### src/rtl/sseg_scan_driver.sv
// Multiplexed seven-segment scan driver with tear-free shadow/active update at frame wrap.
// Optional per-digit blinking is built when SSEG_BLINK_EN is defined.
module sseg_scan_driver #(
  parameter int DIGITS    = 8,
  parameter int DIV       = 50000,
  parameter int BLINK_DIV = 64
) (
  input  logic                  clk,
  input  logic                  rst,
  input  logic [4*DIGITS-1:0]   value,
  input  logic [DIGITS-1:0]     blank_mask,
`ifdef SSEG_BLINK_EN
  input  logic [DIGITS-1:0]     blink,
`endif
  input  logic                  load,
  input  logic                  lzs,
  output logic [6:0]            sseg,
  output logic [DIGITS-1:0]     an,
  output logic                  pending,
  output logic                  frame_done
);

  localparam int IDX_W = (DIGITS > 1) ? $clog2(DIGITS) : 1;
  localparam int CNT_W = (DIV > 1) ? $clog2(DIV) : 1;
  localparam logic [IDX_W-1:0] IDX_LAST  = IDX_W'(DIGITS - 1);
  localparam logic [CNT_W-1:0] CNT_LAST  = CNT_W'(DIV - 1);
  localparam logic [6:0]       SEG_BLANK = 7'h7F;

  if (DIGITS < 1 || DIGITS > 16 || DIV < 1 || BLINK_DIV < 1) begin : g_param_check
    $error("sseg_scan_driver: illegal parameter value");
  end

  logic [CNT_W-1:0]    cnt;
  logic [IDX_W-1:0]    idx;
  logic                digit_tick;
  logic                frame_wrap;

  logic [4*DIGITS-1:0] val_sh;
  logic [4*DIGITS-1:0] val_act;
  logic [DIGITS-1:0]   mask_sh;
  logic [DIGITS-1:0]   mask_act;

  logic [3:0]          cur_nib;
  logic                cur_blank;
  logic                cur_supp;
  logic                lead_zero;

  assign digit_tick = (cnt == CNT_LAST);
  assign frame_wrap = digit_tick && (idx == IDX_LAST);

  function automatic logic [6:0] hex_to_seg(input logic [3:0] nib);
    logic [6:0] seg;
    unique case (nib)
      4'h0: seg = 7'h40;
      4'h1: seg = 7'h79;
      4'h2: seg = 7'h24;
      4'h3: seg = 7'h30;
      4'h4: seg = 7'h19;
      4'h5: seg = 7'h12;
      4'h6: seg = 7'h02;
      4'h7: seg = 7'h78;
      4'h8: seg = 7'h00;
      4'h9: seg = 7'h10;
      4'hA: seg = 7'h08;
      4'hB: seg = 7'h03;
      4'hC: seg = 7'h46;
      4'hD: seg = 7'h21;
      4'hE: seg = 7'h06;
      4'hF: seg = 7'h0E;
    endcase
    return seg;
  endfunction

  // NOTE: sequential state uses non-blocking assignments so every register
  // samples pre-edge values and ordering between always_ff blocks cannot matter.
  always_ff @(posedge clk or posedge rst) begin : p_scan
    if (rst) begin
      cnt        <= '0;
      idx        <= '0;
      frame_done <= 1'b0;
    end else begin
      frame_done <= frame_wrap;
      if (digit_tick) begin
        cnt <= '0;
        idx <= (idx == IDX_LAST) ? '0 : idx + 1'b1;
      end else begin
        cnt <= cnt + 1'b1;
      end
    end
  end

  // Active data changes only at frame wrap so a frame never mixes old and new digits.
  always_ff @(posedge clk or posedge rst) begin : p_data
    if (rst) begin
      val_sh   <= '0;
      val_act  <= '0;
      mask_sh  <= '1;
      mask_act <= '1;
      pending  <= 1'b0;
    end else if (load && frame_wrap) begin
      val_sh   <= value;
      val_act  <= value;
      mask_sh  <= blank_mask;
      mask_act <= blank_mask;
      pending  <= 1'b0;
    end else if (load) begin
      val_sh   <= value;
      mask_sh  <= blank_mask;
      pending  <= 1'b1;
    end else if (frame_wrap) begin
      val_act  <= val_sh;
      mask_act <= mask_sh;
      pending  <= 1'b0;
    end
  end

`ifdef SSEG_BLINK_EN
  localparam int BLK_W = (BLINK_DIV > 1) ? $clog2(BLINK_DIV) : 1;
  localparam logic [BLK_W-1:0] BLK_LAST = BLK_W'(BLINK_DIV - 1);

  logic [DIGITS-1:0] blink_sh;
  logic [DIGITS-1:0] blink_act;
  logic [BLK_W-1:0]  blink_cnt;
  logic              blink_on;

  always_ff @(posedge clk or posedge rst) begin : p_blink
    if (rst) begin
      blink_sh  <= '0;
      blink_act <= '0;
      blink_cnt <= '0;
      blink_on  <= 1'b1;
    end else begin
      if (load && frame_wrap) begin
        blink_sh  <= blink;
        blink_act <= blink;
      end else if (load) begin
        blink_sh  <= blink;
      end else if (frame_wrap) begin
        blink_act <= blink_sh;
      end
      if (frame_wrap) begin
        if (blink_cnt == BLK_LAST) begin
          blink_cnt <= '0;
          blink_on  <= ~blink_on;
        end else begin
          blink_cnt <= blink_cnt + 1'b1;
        end
      end
    end
  end
`endif

  // NOTE: every always_comb output gets a default first, so no path leaves a
  // variable unassigned and no latch is inferred.
  always_comb begin
    cur_nib   = 4'h0;
    cur_blank = 1'b0;
    cur_supp  = 1'b0;
    lead_zero = 1'b1;
    for (int i = DIGITS - 1; i >= 0; i--) begin
      lead_zero = lead_zero && (val_act[4*i +: 4] == 4'h0);
      if (idx == IDX_W'(i)) begin
        cur_nib   = val_act[4*i +: 4];
`ifdef SSEG_BLINK_EN
        cur_blank = mask_act[i] || (blink_act[i] && !blink_on);
`else
        cur_blank = mask_act[i];
`endif
        cur_supp  = lzs && lead_zero && (i != 0);
      end
    end
  end

  always_ff @(posedge clk or posedge rst) begin : p_drive
    if (rst) begin
      an   <= '1;
      sseg <= SEG_BLANK;
    end else begin
      an   <= ~(DIGITS'(1) << idx);
      sseg <= (cur_blank || cur_supp) ? SEG_BLANK : hex_to_seg(cur_nib);
    end
  end

endmodule

### config.mk
export PLATFORM = sky130hd
export DESIGN_NAME = sseg_scan_driver
export DESIGN_NICKNAME = d
export VERILOG_FILES = /design/src/rtl/sseg_scan_driver.sv
export SDC_FILE = /design/constraint.sdc
export NUM_CORES = 1
export LEC_CHECK = 0
export ABC_CLOCK_PERIOD_IN_PS = 3800
export BUFFER_PORTS_ARGS = -buffer_cell sky130_fd_sc_hd__buf_2
export CORE_ASPECT_RATIO = 2
export CORE_MARGIN = 5
export CORE_UTILIZATION = 61
export CTS_BUF_LIST = sky130_fd_sc_hd__clkbuf_8
export DETAILED_ROUTE_END_ITERATION = 8
export GPL_TIMING_DRIVEN = 0
export PLACE_DENSITY = 0.83
export SYNTH_ARGS = -nofsm -noshare
export SYNTH_HDL_FRONTEND = slang
export SYNTH_SLANG_ARGS = --single-unit
### constraint.sdc
create_clock -name clk -period 3.8 [get_ports clk]
set_input_delay 0.38 -clock clk [delete_from_list [all_inputs] [get_ports clk]]
set_output_delay 0.38 -clock clk [all_outputs]
set_load 0.01 [all_outputs]
==> results.txt, run 1 <==
----------------------------------------------------
[STA]
  Clock period minus worst slack ... 3060 ps
  Post-route clock skew ... ~11 ps
  Setup TNS ... 0 ps
  Worst rel slew slack ... 0.547
  Hold violation count in the final report ... 0
  Setup repair after global routing missed its margin ... false
  Actual slew at the worst max-slew pin ... just under 700 ps
  Maximum achievable frequency ... 327 MHz
  Max Transition Viols Final ... 0
  Final setup viols ... 0
  Share of the cycle needed by the critical path after routing ... 0.805

[Floorplanning]
  Total I/O pin count ... between 60 and 70
  Row Count ... 48
  Area of the die ... 0.0110 mm^2
  Die height ... around 140 um
  Horizontal extent of the die ... 76.7 um
  Starting density of the core ... 0.627
  Core Footprint ... approximately 0.0086 mm^2

[Drt]
  Count of vias placed by the detailed router ... 3824
  Antenna violation net count after detailed routing ... 0
  Routed WL ... around 13000 um
  Detailed-route vias per instance ... around 6
  Number of design-rule violations left by the first detailed-router iteration ... about 190
  First-pass iteration count of the detailed router ... 5
  Number of DRC violations after detailed routing ... 0
  Post-DR wirelength/cell ... about 20 um

[Layout]
  Area taken by multi-input logic gates ... about 0.0023 mm^2
  Share of layout cells above drive strength 1 ... 0.432
  Layout Nets ... around 580
  Area taken by flip-flops and latches ... approximately 0.0029 mm^2
  Most frequent cells in the layout ... dfrtp_1, mux2_2, buf_2
  Number of fillers in the final layout ... roughly 630
  Number of inserted diodes ... 0
  Area added between synthesis and finish ... 16.0%
  Most common library cell in the layout ignoring fill and taps ... dfrtp_1
  Util after Layout ... 0.727

[CTS]
  Clock transition at the registers of the reported paths ... approximately 70 ps
  H-tree depth reported by CTS ... 4
  Number of buffers inserted by post-CTS setup repair ... 0
  Worst-Skew Late Latency ... 440 ps
  Clock root buffer ... clkbuf_8
  Post-cts hold buffer count ... 0
  Post-cts gate resize count ... 0
  Number of clock sinks ... 116
  Clock tree from TritonCTS ... built
  Num CTS Buffers ... 17
  Clock buffer depth ... 2

[Setup path]
  Launching element type of the critical path ... flip-flop
  Chain of cells forming the critical path ... buf_2, inv_2, ha_1, clkbuf_1, a2111oi_2, o22a_1, or3_1, inv_1, ha_1, inv_1, a21oi_1, a211oi_1, o21ai_1
  Crit Path Class ... flip-flop to flip-flop
  Required time of the critical path ... roughly 4200 ps
  Critical Path Sink Type ... flip-flop
  Critical path launch point ... idx[2]
  Setup slack on the worst flop-to-flop path ... 740 ps
  Worst endpoint data arrival time ... approximately 3400 ps
  Largest incremental delay on the critical path ... around 460 ps
  Slowest stage cell on the critical path ... or3_1
  Largest fanout of any net on the critical path ... 10
  Worst flop-to-flop path startpoint ... idx[2]

[Placement]
  GPL Wtd Cong ... 0.896
  Sum of net half-perimeters after detailed placement ... 9650 um
  Count of buffers inserted at the top-level ports ... roughly 60

[Yosys]
  Combined area of all synthesized cells ... about 0.0054 mm^2
  Cells after synthesis ... roughly 440
  Number of enable-type register cells in the synthesized netlist ... 0
  Post-synthesis async set-or-reset flop share ... 1.00
  Area contributors post-synth ... dfrtp_1, mux2_2, dfstp_2, ha_1, nor2_1
  Sequential area share after synthesis ... 0.543
  Most used flip-flop cell after synthesis ... dfrtp_1
  Portion of synthesized cell area occupied by the leading cell type ... 0.392
  Yosys top cell by area ... dfrtp_1
  Number of library cell types mapped by synthesis ... 58
  Post-synth net total ... about 500
  Per-instance average area after synthesis ... 12.3 um^2
  Flip-flop and latch count after synthesis ... approximately 120
  Syn. warnings ... 0

[Power and ir drop]
  Total internal power ... 2130 uW
  Share of power burned in combinational logic ... 0.073
  VDD IR-drop max ... 0.000416 V
  Sw Ratio ... 0.223
  Sequential power share ... 0.493
  Net switching power of the design ... about 610 uW
  Power per Cell Area ... between 400 and 500 mW/mm^2
  Clock network fraction of total power ... 0.434
  Leak pwr ... 0.00287 uW

[GRT]
  Global-route wire length before repair ... ~21000 um
  Overall overflow remaining after global route ... 0
  GRT Overall Usage ... 0.247
  Vias in the first global route ... between 4000 and 5000
  Largest net degree at the start of global routing ... 63
  Number of antenna violations at the first check in global routing ... 0

[Flow run]
  Number of max-cap violations ... 0

[Status]
  Status ... finished clean

[Hold path]
  Path class of the lowest-slack min-delay path ... input pin to asynchronous set/reset pin

----------------------------------------------------
## flip-flops by register name, summed over array words and instances (netlist names)
name,cells
pending,1
val_act,32
mask_act,8
sseg,7
frame_done,1
an,8
cnt,16
val_sh,32
mask_sh,8
idx,3
## cell usage after synthesis, types with 3 or more instances
library cell  instances
nor3_1                5
nor4_1                6
o31ai_1               3
and3_1                6
xnor2_1               5
a221o_1               4
xor2_1                8
buf_4                 3
or2_2                 3
a211oi_1              7
nand4_1               3
a21oi_1              10
ha_1                 13
o221ai_1              3
nand3_1              15
mux2_2               76
a22o_1                3
nand2_1              22
o21ai_0              16
clkbuf_1              7
inv_1                14
nor2_1               25
buf_2                 8
a221oi_2              3
inv_2                 3
dfrtp_1              85
dfstp_2              31
nor2b_1              13
## logic make-up (layout without fill, tap and decap cells)
group | after synthesis | after routing | synth area share
AND/OR/NAND/NOR | 111 | 111 | 0.106
AO/OA/AOI/OAI | 73 | 73 | 0.108
XOR/XNOR | 13 | 13 | 0.0210
flip-flops | 116 | 116 | 0.543
multiplexers | 78 | 78 | 0.162
buffers and inverters | 37 | 129 | 0.0309
adder cells (fa/ha/maj) | 13 | 13 | 0.0300
## final timing paths
path | cells past startpoint | end
worst max-delay path | 13 | sseg[3]
worst min-delay path | 2 | pending
worst max register to register | 13 | sseg[3]
worst min register to register | 1 | cnt[0]
max in group asynchronous | 3 | an[3]
min in group clk | 2 | val_sh[23]
## per-layer routing
metal	part of all wire	track usage
met1	0.34	0.252
met2	0.58	0.463
met3	0.034	0.0489
met4	0.044	0.137
met5	0	0
## power groups by stage
stage          registers [uW]  logic, uW  clock network [uW]
2_1_floorplan            1360        131                   0
3_3_place_gp             1370        193                   0
3_5_place_dp             1370        203                   0
4_1_cts                  1350        205                1210
5_1_grt                  1360        223                1280
6_report                 1350        201                1190
## layout make-up
class	count	area share
Multi-Input combinational cell	288	0.368
Inverter	17	0.0105
Sequential cell	116	0.468
Buffer	20	0.0165
Clock inverter	14	0.0272
Clock buffer	18	0.0394
Tap cell	100	0.0199
Timing Repair Buffer	60	0.0513
## per-stage QoR
stage	worst slack [ps]	hold WS (ps)	power, uW	cells	cell area, um^2
floorplan	399	425	1490	441	5420
global placement	-639	439	1560	600	5840
detailed placement	817	460	1580	601	5870
CTS	778	60.6	2770	633	6290
global route	523	98.2	2860	633	6290
finish	740	51.4	2750	633	6290
## worst max-delay path: cells and delay by family (launching register included)
family | cells | cell delay [ps]
AND/OR/NAND/NOR | 1 | 460
flip-flops | 1 | 410
buffers and inverters | 5 | 960
AO/OA/AOI/OAI | 5 | 730
adder cells (fa/ha/maj) | 2 | 440
No activity file was read; power rests on OpenSTA's default activity.
==> inputs of run 2 (changes only) <==
--- a/config.mk
+++ b/config.mk
@@ -5,7 +5,7 @@
 export SDC_FILE = /design/constraint.sdc
 export NUM_CORES = 1
 export LEC_CHECK = 0
-export ABC_CLOCK_PERIOD_IN_PS = 3800
+export ABC_CLOCK_PERIOD_IN_PS = 2900
 export BUFFER_PORTS_ARGS = -buffer_cell sky130_fd_sc_hd__buf_2
 export CORE_ASPECT_RATIO = 2
 export CORE_MARGIN = 5
==> constraint.sdc (replaced) <==
create_clock -name clk -period 2.9 [get_ports clk]
set_input_delay 0.29 -clock clk [delete_from_list [all_inputs] [get_ports clk]]
set_output_delay 0.29 -clock clk [all_outputs]
set_load 0.01 [all_outputs]
==> results.txt, run 2 (synthesis results as in run 1) <==
----------------------------------------------------
[Status]
  Status ... finished clean

[Layout]
  Area added between synthesis and finish ... 16.2%
  Layout Nets ... 579
  Most frequent cells in the layout ... dfrtp_1, mux2_2, buf_2
  Number of inserted diodes ... 0
  Share of layout cells above drive strength 1 ... 0.446
  Largest registers in the final layout ... val_act: 32 flops, val_sh: 32 flops, cnt: 16 flops
  Most common library cell in the layout ignoring fill and taps ... dfrtp_1
  Util after Layout ... 0.728

[GRT]
  Overall overflow remaining after global route ... 0
  GRT Overall Usage ... 0.248
  Largest net degree at the start of global routing ... between 40 and 50
  Global-route wire length before repair ... 21100 um
  Number of antenna violations at the first check in global routing ... 0
  Vias in the first global route ... approximately 4200

[STA]
  Final setup viols ... 0
  Actual slew at the worst max-slew pin ... 661 ps
  Share of the cycle needed by the critical path after routing ... 0.925
  Post-route clock skew ... approximately 9.6 ps
  Setup repair after global routing missed its margin ... false
  Worst rel slew slack ... 0.558
  Slack of the critical path ... around 220 ps
  Hold violation count in the final report ... 0
  Maximum achievable frequency ... approximately 370 MHz
  Max Transition Viols Final ... 0
  Clock period minus worst slack ... 2680 ps

[CTS]
  H-tree depth reported by CTS ... 4
  Num CTS Buffers ... 17
  Clock root buffer ... clkbuf_8
  Number of clock sinks ... ~120
  Worst-Skew Late Latency ... 430 ps
  Clock tree from TritonCTS ... built
  Clock buffer depth ... 2
  Clock transition at the registers of the reported paths ... 70 ps

[Power and ir drop]
  Net switching power of the design ... approximately 790 uW
  Leak pwr ... roughly 0.0029 uW
  Sw Ratio ... 0.231
  Clock network fraction of total power ... 0.408
  Total internal power ... 2650 uW
  VDD IR-drop max ... ~0.00061 V
  Share of power burned in combinational logic ... 0.078
  Sequential power share ... 0.514
  Power per Cell Area ... between 500 and 600 mW/mm^2

[Placement]
  Worst slack at placement ... -1.47 ps
  Count of buffers inserted at the top-level ports ... 59
  Sum of net half-perimeters after detailed placement ... around 9800 um
  GPL Wtd Cong ... 0.931

[Flow run]
  Number of max-cap violations ... 0

[Hold path]
  Hold Crit Depth ... 2
  Path class of the lowest-slack min-delay path ... input pin to flip-flop
  Startpoint of the tightest hold check path ... value[2]
  Sink of the worst hold path ... val_sh[2]

[Drt]
  Detailed-route vias per instance ... 5.91
  Count of vias placed by the detailed router ... between 3000 and 4000
  First-pass iteration count of the detailed router ... 4
  Number of design-rule violations left by the first detailed-router iteration ... roughly 150
  Post-DR wirelength/cell ... 19.9 um
  Antenna violation net count after detailed routing ... 0
  Number of DRC violations after detailed routing ... 0
  Routed WL ... ~13000 um

[Setup path]
  Largest incremental delay on the critical path ... roughly 410 ps
  Worst endpoint data arrival time ... about 3000 ps
  Largest fanout of any net on the critical path ... 10
  Critical Path Sink Type ... flip-flop
  Most common cell type on the critical path ... inv_1
  Chain of cells forming the critical path ... inv_1, ha_2, buf_6, nand2_1, a2111oi_2, o22a_1, or3_4, inv_1, ha_1, inv_1, a21oi_1, a211oi_1, o21ai_1
  Setup slack on the worst flop-to-flop path ... between 200 and 250 ps
  Worst flop-to-flop path startpoint ... idx[0]
  R2r worst-path depth ... 13
  Crit Path Class ... flip-flop to flip-flop
  Slowest stage cell on the critical path ... dfrtp_1
  RR Endpoint ... sseg[3]
  Required time of the critical path ... roughly 3200 ps
  Launching element type of the critical path ... flip-flop

[Floorplanning]
  Total I/O pin count ... slightly above 60
  Die height ... between 100 and 150 um
  Starting density of the core ... 0.627
  Row Count ... 48
  Area of the die ... approximately 0.011 mm^2
  Horizontal extent of the die ... about 77 um
  Core Footprint ... ~0.0086 mm^2

----------------------------------------------------
run 2: cell types whose count changed in the layout (fill, tap and decap cells not counted), moves of 2 or more:
cell	change
ha_2	+3
bufinv_16	-2
ha_1	-3
buf_12	+2
inv_1	-2
buf_2	-2
clkbuf_4	+2
run 2: area by class of cell:
class / count / area, um^2
timing repair buffer: 62 / 345
inverter: 17 / 67.6
buffer: 20 / 113
fill: 627 / 2350
clock buffer: 19 / 262
multi-input combinational: 288 / 2330
sequential: 116 / 2940
tap: 100 / 125
clock inverter: 12 / 116
run 2: through the flow:
step | hold WS (ps) | total power [uW] | area [um^2] | cells | setup TNS, ps
after floorplan | 425 | 1960 | 5430 | 441 | 0
after global placement | 440 | 2050 | 5850 | 600 | 0
after detailed placement | 418 | 2070 | 5890 | 602 | -1.47
after CTS | 85.7 | 3480 | 6270 | 634 | 0
after global routing | 84.1 | 3600 | 6300 | 634 | 0
final | 112 | 3440 | 6300 | 634 | 0
run 2: routing by layer:
| layer | GRT usage | vias to the layer above | part of all wire |
|---|---|---|---|
| met5 | 0 | - | 0 |
| met4 | 0.132 | 0 | 0.040 |
| met3 | 0.0609 | 29 | 0.036 |
| met2 | 0.472 | 103 | 0.60 |
| met1 | 0.239 | 1871 | 0.33 |
| li1 | - | 1747 | - |
run 2: power groups by stage:
stage	clock [uW]	sequential [uW]	combinational, uW
after floorplan	0	1790	173
after global placement	0	1790	255
after detailed placement	0	1800	271
after CTS	1440	1770	274
after global routing	1520	1780	299
final	1400	1770	268
run 2: worst max-delay path: cells and delay by family, from the launching register on:
kind            cells  cell delay [ps]
compound gates      5              870
fa+ha+maj           2              510
simple gates        2              310
flops               1              410
buf+inv             4              480
run 2: repair_timing:
| action | 4_1_cts | 5_1_grt |
|---|---|---|
| endpoints found under the setup margin | 2 | 5 |
| hold endpoints to repair | 19 | 0 |
| hold buffers | 1 | 0 |
| gates resized for setup | 1 | 11 |
| buffers inserted | 0 | 0 |
run 2: worst max-delay path by stage:
stage	startpoint	to	slack, ps	cells past startpoint
after global placement	idx[2]	sseg[0]	10	12
final	idx[0]	sseg[3]	220	13
after CTS	idx[0]	sseg[3]	30	13
after floorplan	idx[2]	sseg[3]	450	13
after detailed placement	idx[2]	sseg[3]	-1	13
after global routing	idx[1]	sseg[6]	1	13
